===== config.mk =====
export PLATFORM = sky130hd
export DESIGN_NAME = bcd_display_formatter_flat
export DESIGN_NICKNAME = d
export VERILOG_FILES = /design/src/rtl/bcd_display_formatter_if.sv /design/src/rtl/bcd_display_formatter.sv /design/src/flat_wrapper.sv
export SDC_FILE = /design/constraint.sdc
export NUM_CORES = 1
export LEC_CHECK = 0
export ABC_AREA = 1
export BUFFER_PORTS_ARGS = -buffer_cell sky130_fd_sc_hd__buf_2
export CAP_MARGIN = 20
export CORE_MARGIN = 2
export CORE_UTILIZATION = 50
export CTS_CLUSTER_SIZE = 40
export DETAILED_ROUTE_END_ITERATION = 7
export HOLD_SLACK_MARGIN = 0.12
export PLACE_DENSITY = 0.68
export SYNTH_ARGS = -nofsm -noshare
export SYNTH_HDL_FRONTEND = slang
export SYNTH_SLANG_ARGS = --single-unit

===== constraint.sdc =====
create_clock -name clk -period 11.5 [get_ports clk]
set_input_delay 1.15 -clock clk [delete_from_list [all_inputs] [get_ports clk]]
set_output_delay 1.15 -clock clk [all_outputs]
set_load 0.05 [all_outputs]

===== src/rtl/bcd_display_formatter_if.sv =====
// Signal bundle between a conversion requester and bcd_display_formatter.
// Handshake: start is sampled only while busy is low; done pulses one cycle when i7..i0/ovf update.
interface bcd_display_formatter_if #(
  parameter int WIDTH = 27
);
  logic             start;
  logic [WIDTH-1:0] bin;
  logic             dp_en;
  logic [2:0]       dp_sel;
  logic             blank_lz;
  logic             busy;
  logic             done;
  logic             ovf;
  logic [5:0]       i7, i6, i5, i4, i3, i2, i1, i0;
  logic [1:0]       state_dbg;

  modport master (
    output start, bin, dp_en, dp_sel, blank_lz,
    input  busy, done, ovf, i7, i6, i5, i4, i3, i2, i1, i0, state_dbg
  );

  modport slave (
    input  start, bin, dp_en, dp_sel, blank_lz,
    output busy, done, ovf, i7, i6, i5, i4, i3, i2, i1, i0, state_dbg
  );
endinterface


===== src/rtl/bcd_display_formatter.sv =====
// Binary to 8-digit BCD (double-dabble, one bit per cycle) with seven-segment digit packing,
// leading-zero blanking and decimal-point placement.
module bcd_display_formatter #(
  parameter int WIDTH = 27
) (
  input  logic                   clk,
  input  logic                   reset,
  bcd_display_formatter_if.slave bus
);

  typedef enum logic [1:0] {
    IDLE  = 2'd0,
    SHIFT = 2'd1,
    PACK  = 2'd2
  } state_t;

  state_t           state, state_next;
  logic [WIDTH-1:0] bin_reg;
  logic [31:0]      bcd, bcd_adj;
  logic [4:0]       cnt;
  logic             dp_en_r, blank_lz_r, ovf_pend;
  logic [2:0]       dp_sel_r;
  logic [5:0]       word [8];
  logic             lead_zero;
  logic [5:0]       out_r [8];
  logic             ovf_r, done_r;

  always_ff @(posedge clk or posedge reset) begin
    if (reset) state <= IDLE;
    else       state <= state_next;
  end

  always_comb begin
    state_next = state;
    case (state)
      IDLE:    if (bus.start) state_next = SHIFT;
      SHIFT:   if (cnt == 5'd1) state_next = PACK;
      PACK:    state_next = IDLE;
      default: state_next = IDLE;
    endcase
  end

  // Add-3 correction applied to every nibble before the shift.
  always_comb begin
    bcd_adj = bcd;
    for (int n = 0; n < 8; n++) begin
      if (bcd[4*n +: 4] >= 4'd5) bcd_adj[4*n +: 4] = bcd[4*n +: 4] + 4'd3;
    end
  end

  // Digit words; lead_zero tracks "all BCD digits from 7 down to k are zero".
  always_comb begin
    lead_zero = 1'b1;
    for (int k = 7; k >= 0; k--) begin
      lead_zero = lead_zero && (bcd[4*k +: 4] == 4'd0);
      if ((k != 0) && blank_lz_r && !ovf_pend && lead_zero &&
          !(dp_en_r && (3'(k) <= dp_sel_r)))
        word[k] = 6'h00;
      else
        word[k] = {1'b1, (ovf_pend ? 4'd9 : bcd[4*k +: 4]), (dp_en_r && (dp_sel_r == 3'(k)))};
    end
  end

  always_ff @(posedge clk or posedge reset) begin
    if (reset) begin
      bin_reg    <= '0;
      bcd        <= '0;
      cnt        <= '0;
      dp_en_r    <= 1'b0;
      dp_sel_r   <= '0;
      blank_lz_r <= 1'b0;
      ovf_pend   <= 1'b0;
      ovf_r      <= 1'b0;
      done_r     <= 1'b0;
      for (int k = 0; k < 8; k++) out_r[k] <= 6'h00;
    end else begin
      done_r <= 1'b0;
      case (state)
        IDLE: begin
          if (bus.start) begin
            bin_reg    <= bus.bin;
            dp_en_r    <= bus.dp_en;
            dp_sel_r   <= bus.dp_sel;
            blank_lz_r <= bus.blank_lz;
            ovf_pend   <= (32'(bus.bin) > 32'd99_999_999);
            bcd        <= '0;
            cnt        <= 5'(WIDTH);
          end
        end
        SHIFT: begin
          {bcd, bin_reg} <= {bcd_adj, bin_reg} << 1;
          cnt            <= cnt - 5'd1;
        end
        PACK: begin
          for (int k = 0; k < 8; k++) out_r[k] <= word[k];
          ovf_r  <= ovf_pend;
          done_r <= 1'b1;
        end
        default: ;
      endcase
    end
  end

  assign bus.busy      = (state != IDLE);
  assign bus.done      = done_r;
  assign bus.ovf       = ovf_r;
  assign bus.state_dbg = state;
  assign bus.i0 = out_r[0];
  assign bus.i1 = out_r[1];
  assign bus.i2 = out_r[2];
  assign bus.i3 = out_r[3];
  assign bus.i4 = out_r[4];
  assign bus.i5 = out_r[5];
  assign bus.i6 = out_r[6];
  assign bus.i7 = out_r[7];

endmodule


===== src/flat_wrapper.sv =====
// flat-port wrapper written by rule: the top's interface ports become plain ports
module bcd_display_formatter_flat 
#(
  parameter int WIDTH = 27
)
  (clk, reset, bus_start, bus_bin, bus_dp_en, bus_dp_sel, bus_blank_lz, bus_busy, bus_done, bus_ovf, bus_i7, bus_i6, bus_i5, bus_i4, bus_i3, bus_i2, bus_i1, bus_i0, bus_state_dbg);
  bcd_display_formatter_if #(.WIDTH(WIDTH)) bus_i ();
  input  logic clk;
  input  logic reset;
  input wire logic [$bits(bus_i.start)-1:0] bus_start;
  input wire logic [$bits(bus_i.bin)-1:0] bus_bin;
  input wire logic [$bits(bus_i.dp_en)-1:0] bus_dp_en;
  input wire logic [$bits(bus_i.dp_sel)-1:0] bus_dp_sel;
  input wire logic [$bits(bus_i.blank_lz)-1:0] bus_blank_lz;
  output wire logic [$bits(bus_i.busy)-1:0] bus_busy;
  output wire logic [$bits(bus_i.done)-1:0] bus_done;
  output wire logic [$bits(bus_i.ovf)-1:0] bus_ovf;
  output wire logic [$bits(bus_i.i7)-1:0] bus_i7;
  output wire logic [$bits(bus_i.i6)-1:0] bus_i6;
  output wire logic [$bits(bus_i.i5)-1:0] bus_i5;
  output wire logic [$bits(bus_i.i4)-1:0] bus_i4;
  output wire logic [$bits(bus_i.i3)-1:0] bus_i3;
  output wire logic [$bits(bus_i.i2)-1:0] bus_i2;
  output wire logic [$bits(bus_i.i1)-1:0] bus_i1;
  output wire logic [$bits(bus_i.i0)-1:0] bus_i0;
  output wire logic [$bits(bus_i.state_dbg)-1:0] bus_state_dbg;
  assign bus_i.start = bus_start;
  assign bus_i.bin = bus_bin;
  assign bus_i.dp_en = bus_dp_en;
  assign bus_i.dp_sel = bus_dp_sel;
  assign bus_i.blank_lz = bus_blank_lz;
  assign bus_busy = bus_i.busy;
  assign bus_done = bus_i.done;
  assign bus_ovf = bus_i.ovf;
  assign bus_i7 = bus_i.i7;
  assign bus_i6 = bus_i.i6;
  assign bus_i5 = bus_i.i5;
  assign bus_i4 = bus_i.i4;
  assign bus_i3 = bus_i.i3;
  assign bus_i2 = bus_i.i2;
  assign bus_i1 = bus_i.i1;
  assign bus_i0 = bus_i.i0;
  assign bus_state_dbg = bus_i.state_dbg;
  bcd_display_formatter #(.WIDTH(WIDTH)) u_core (.clk(clk), .reset(reset), .bus(bus_i));
endmodule

==> flow_metrics.py <==
metrics = {
    "logic_synthesis": {
        "synth-edff-count": 0,
        "synth.most_common_cell": "nand2_1",
        "synthDistinctLibCells": 34,
        "ys_seq_elements": 122,
        "synthFlopType": "dfrtp_1",
        "synthesis.nets": 757,
        "yosys-top-cells-count": "206 x nand2_1, 122 x dfrtp_1, 81 x o21ai_0",
        "async_flop_share_pct": 100.0,
        "ys_top_cells_by_area": "dfrtp_1 51%, nand2_1 13%, o21ai_0 6.8%",
        "synth_top_area_share_pct": 51.48,
        "yosysWarningCount": 0,
        "synth_top_area_cell": "dfrtp_1",
        "ys_seq_area_share_pct": 51.48,
        "synth_area_um2": 5931,
        "syn_inst": 697,
        "syn_area_per_cell_um2": 8.509,
    },
    "floorplanning": {
        "core_area_um2": 11520,
        "die-area_um2": 12750,
        "die_w_um": 112.9,
        "die_h_um": 112.9,
        "row_count": 39,
        "start_util_pct": 51.50,
        "io_pins": 88,
    },
    "critical_path": {
        "worst-r2r-cell-count": 5,
        "r2r-start": "u_core.bus.state_dbg[0]$_DFFE_PP0P_",
        "start_kind": "primary input",
        "path_max_fanout": 33,
        "cp.required_ps": 11830,
        "r2r-end": "u_core.bus.i0[3]$_DFFE_PP0P_",
        "critPathArrivalTime_ps": 2860,
        "r2r_slack_ps": 9040,
        "end_kind": "flop",
        "crit_type": "primary input to flop",
    },
    "outcome": {
        "outcome": "complete, but fails checks",
        "violations": "design-rule violations",
    },
    "global_route": {
        "grt_pass1_wl_um": 23540,
        "antenna_found_initial": 0,
        "grt_use_total_pct": 23.25,
        "grt_overflow": 0,
        "grt_pass1_vias": 4918,
        "grt_max_degree": 77,
    },
    "clock_network": {
        "cts_tree": "yes",
        "clkTransAtPathRegs_ps": 50,
        "clk_latency_ps": 420,
        "cts_setup_buffers": 0,
        "cts.sinks": 122,
        "cts-htree-levels": 4,
        "clockBufferDepth": 2,
        "cts.hold.buffers_added": 0,
        "cts-root-buf": "clkbuf_16",
        "cts_resized": 0,
        "cts_buffers": 17,
    },
    "min_path": {
        "whs_endpoint": "u_core.bus.i0[5]$_DFFE_PP0P_",
        "holdPathStages": 1,
        "min-delay-start": "u_core.bus.i0[5]$_DFFE_PP0P_",
        "hold_class": "flop to flop",
    },
    "power_and_ir_drop": {
        "irDropWorstVdd_mv": 0.1083,
        "leakage_nw": 3.534,
        "power_density_nw_per_um2": 283.7,
    },
    "layout": {
        "final_layout_size_suffix_gt1_share_pct": 17.28,
        "nets": 840,
        "antenna_cells": 0,
        "area.growth.synth_to_final_pct": 18.52,
        "largest_reg_flops": 32,
        "fillers": 999,
        "final_util_pct": 61.04,
    },
    "route": {
        "vias": 5029,
        "ant_nets": 0,
        "dr.pass1.iters": 7,
        "routedWlPerCell_um": 14.98,
        "drt_first_iter_violations": 322,
        "drt_wl_total_um": 14020,
        "via_per_inst": 5.373,
        "drc": 8,
    },
    "sta": {
        "setup_ws_ps": 8969,
        "hold_viol": 0,
        "setup-tns-final_ps": 0,
        "slew_headroom_pct": 36.73,
        "period_share_pct": 22.01,
        "slew_viol_final": 0,
        "period_needed_ps": 2531,
        "setup_viol": 0,
        "clock_skew_ps": 8.032,
        "rsz0062_at_grt": "false",
        "tightestPinTransition_ps": 949.1,
        "fmax_mhz": 395.1,
    },
    "placement": {
        "gp_congestion": 0.8764,
        "post-dp-hpwl_um": 9431,
        "io_buffers": 87,
        "place_ws_ps": 8545,
    },
    "job": {
        "drv_cap": 0,
    },
}
-- critical path, cell delays in order --
cell	delay, ps
buf_2	100
nand2_1	350
nand2_2	480
inv_2	540
nand2_1	120
o211ai_1	100
-- metrics by stage --
stage / power, mW / hold WS, ps / instance area (um^2) / std cells
floorplan: 1.271 / 448.5 / 5931 / 697
global placement: 1.416 / 446.9 / 6422 / 904
detailed placement: 1.448 / 453.5 / 6422 / 904
CTS: 1.999 / 465.2 / 7029 / 936
global route: 2.144 / 481.6 / 7029 / 936
finish: 1.994 / 461.0 / 7029 / 936
-- logic make-up after synthesis --
family          synth area share (%)
buf+inv                        6.561
compound gates                 14.09
xor+xnor                       1.034
flops                          51.48
simple gates                   21.56
fa+ha+maj                      5.274
-- metal layers --
metal,up-vias,routed length [um],global-route usage (%)
met5,-,0,0
met4,0,330,10.81
met3,24,753,4.767
met2,166,6647,37.55
met1,2381,6293,30.33
li1,2458,-,-
-- cells in the final DEF (no fill, tap or decap), types with 17 or more instances in the layout --
cell	count
o21ai_0	81
nand3_1	38
a21oi_1	32
clkbuf_16	17
buf_2	87
inv_1	58
dfrtp_1	122
nand2_1	206
nor2_1	38
ha_1	25
-- power by group --
group | switching (mW) | internal [mW]
Combinational | 0.511 | 0.234
Clock | 0.180 | 0.361
Sequential | 0.124 | 0.584
Total | 0.815 | 1.18
-- worst max-delay path by stage --
stage | to | cells past startpoint | start
6_report | u_core.bin_reg[23]$_DFFE_PP0P_ | 6 | bus_start
5_1_grt | u_core.bin_reg[23]$_DFFE_PP0P_ | 6 | bus_start
4_1_cts | bus_busy | 3 | u_core.bus.state_dbg[0]$_DFFE_PP0P_
3_5_place_dp | u_core.bin_reg[23]$_DFFE_PP0P_ | 6 | bus_start
3_3_place_gp | u_core.bin_reg[23]$_DFFE_PP0P_ | 6 | bus_start
2_1_floorplan | u_core.bcd[0]$_DFFE_PP0P_ | 1 | reset
-- cell type report --
cell class                      instances  area (um^2)  area share [%]
Sequential cell                       122         3053           43.43
Multi-Input combinational cell        485         2489           35.40
Clock buffer                           24        491.7           6.995
Timing Repair Buffer                   89        450.4           6.408
Inverter                               65        251.5           3.578
Tap cell                              143        178.9           2.545
Clock inverter                          8        115.1           1.638
(Power assumes the default switching activity.)
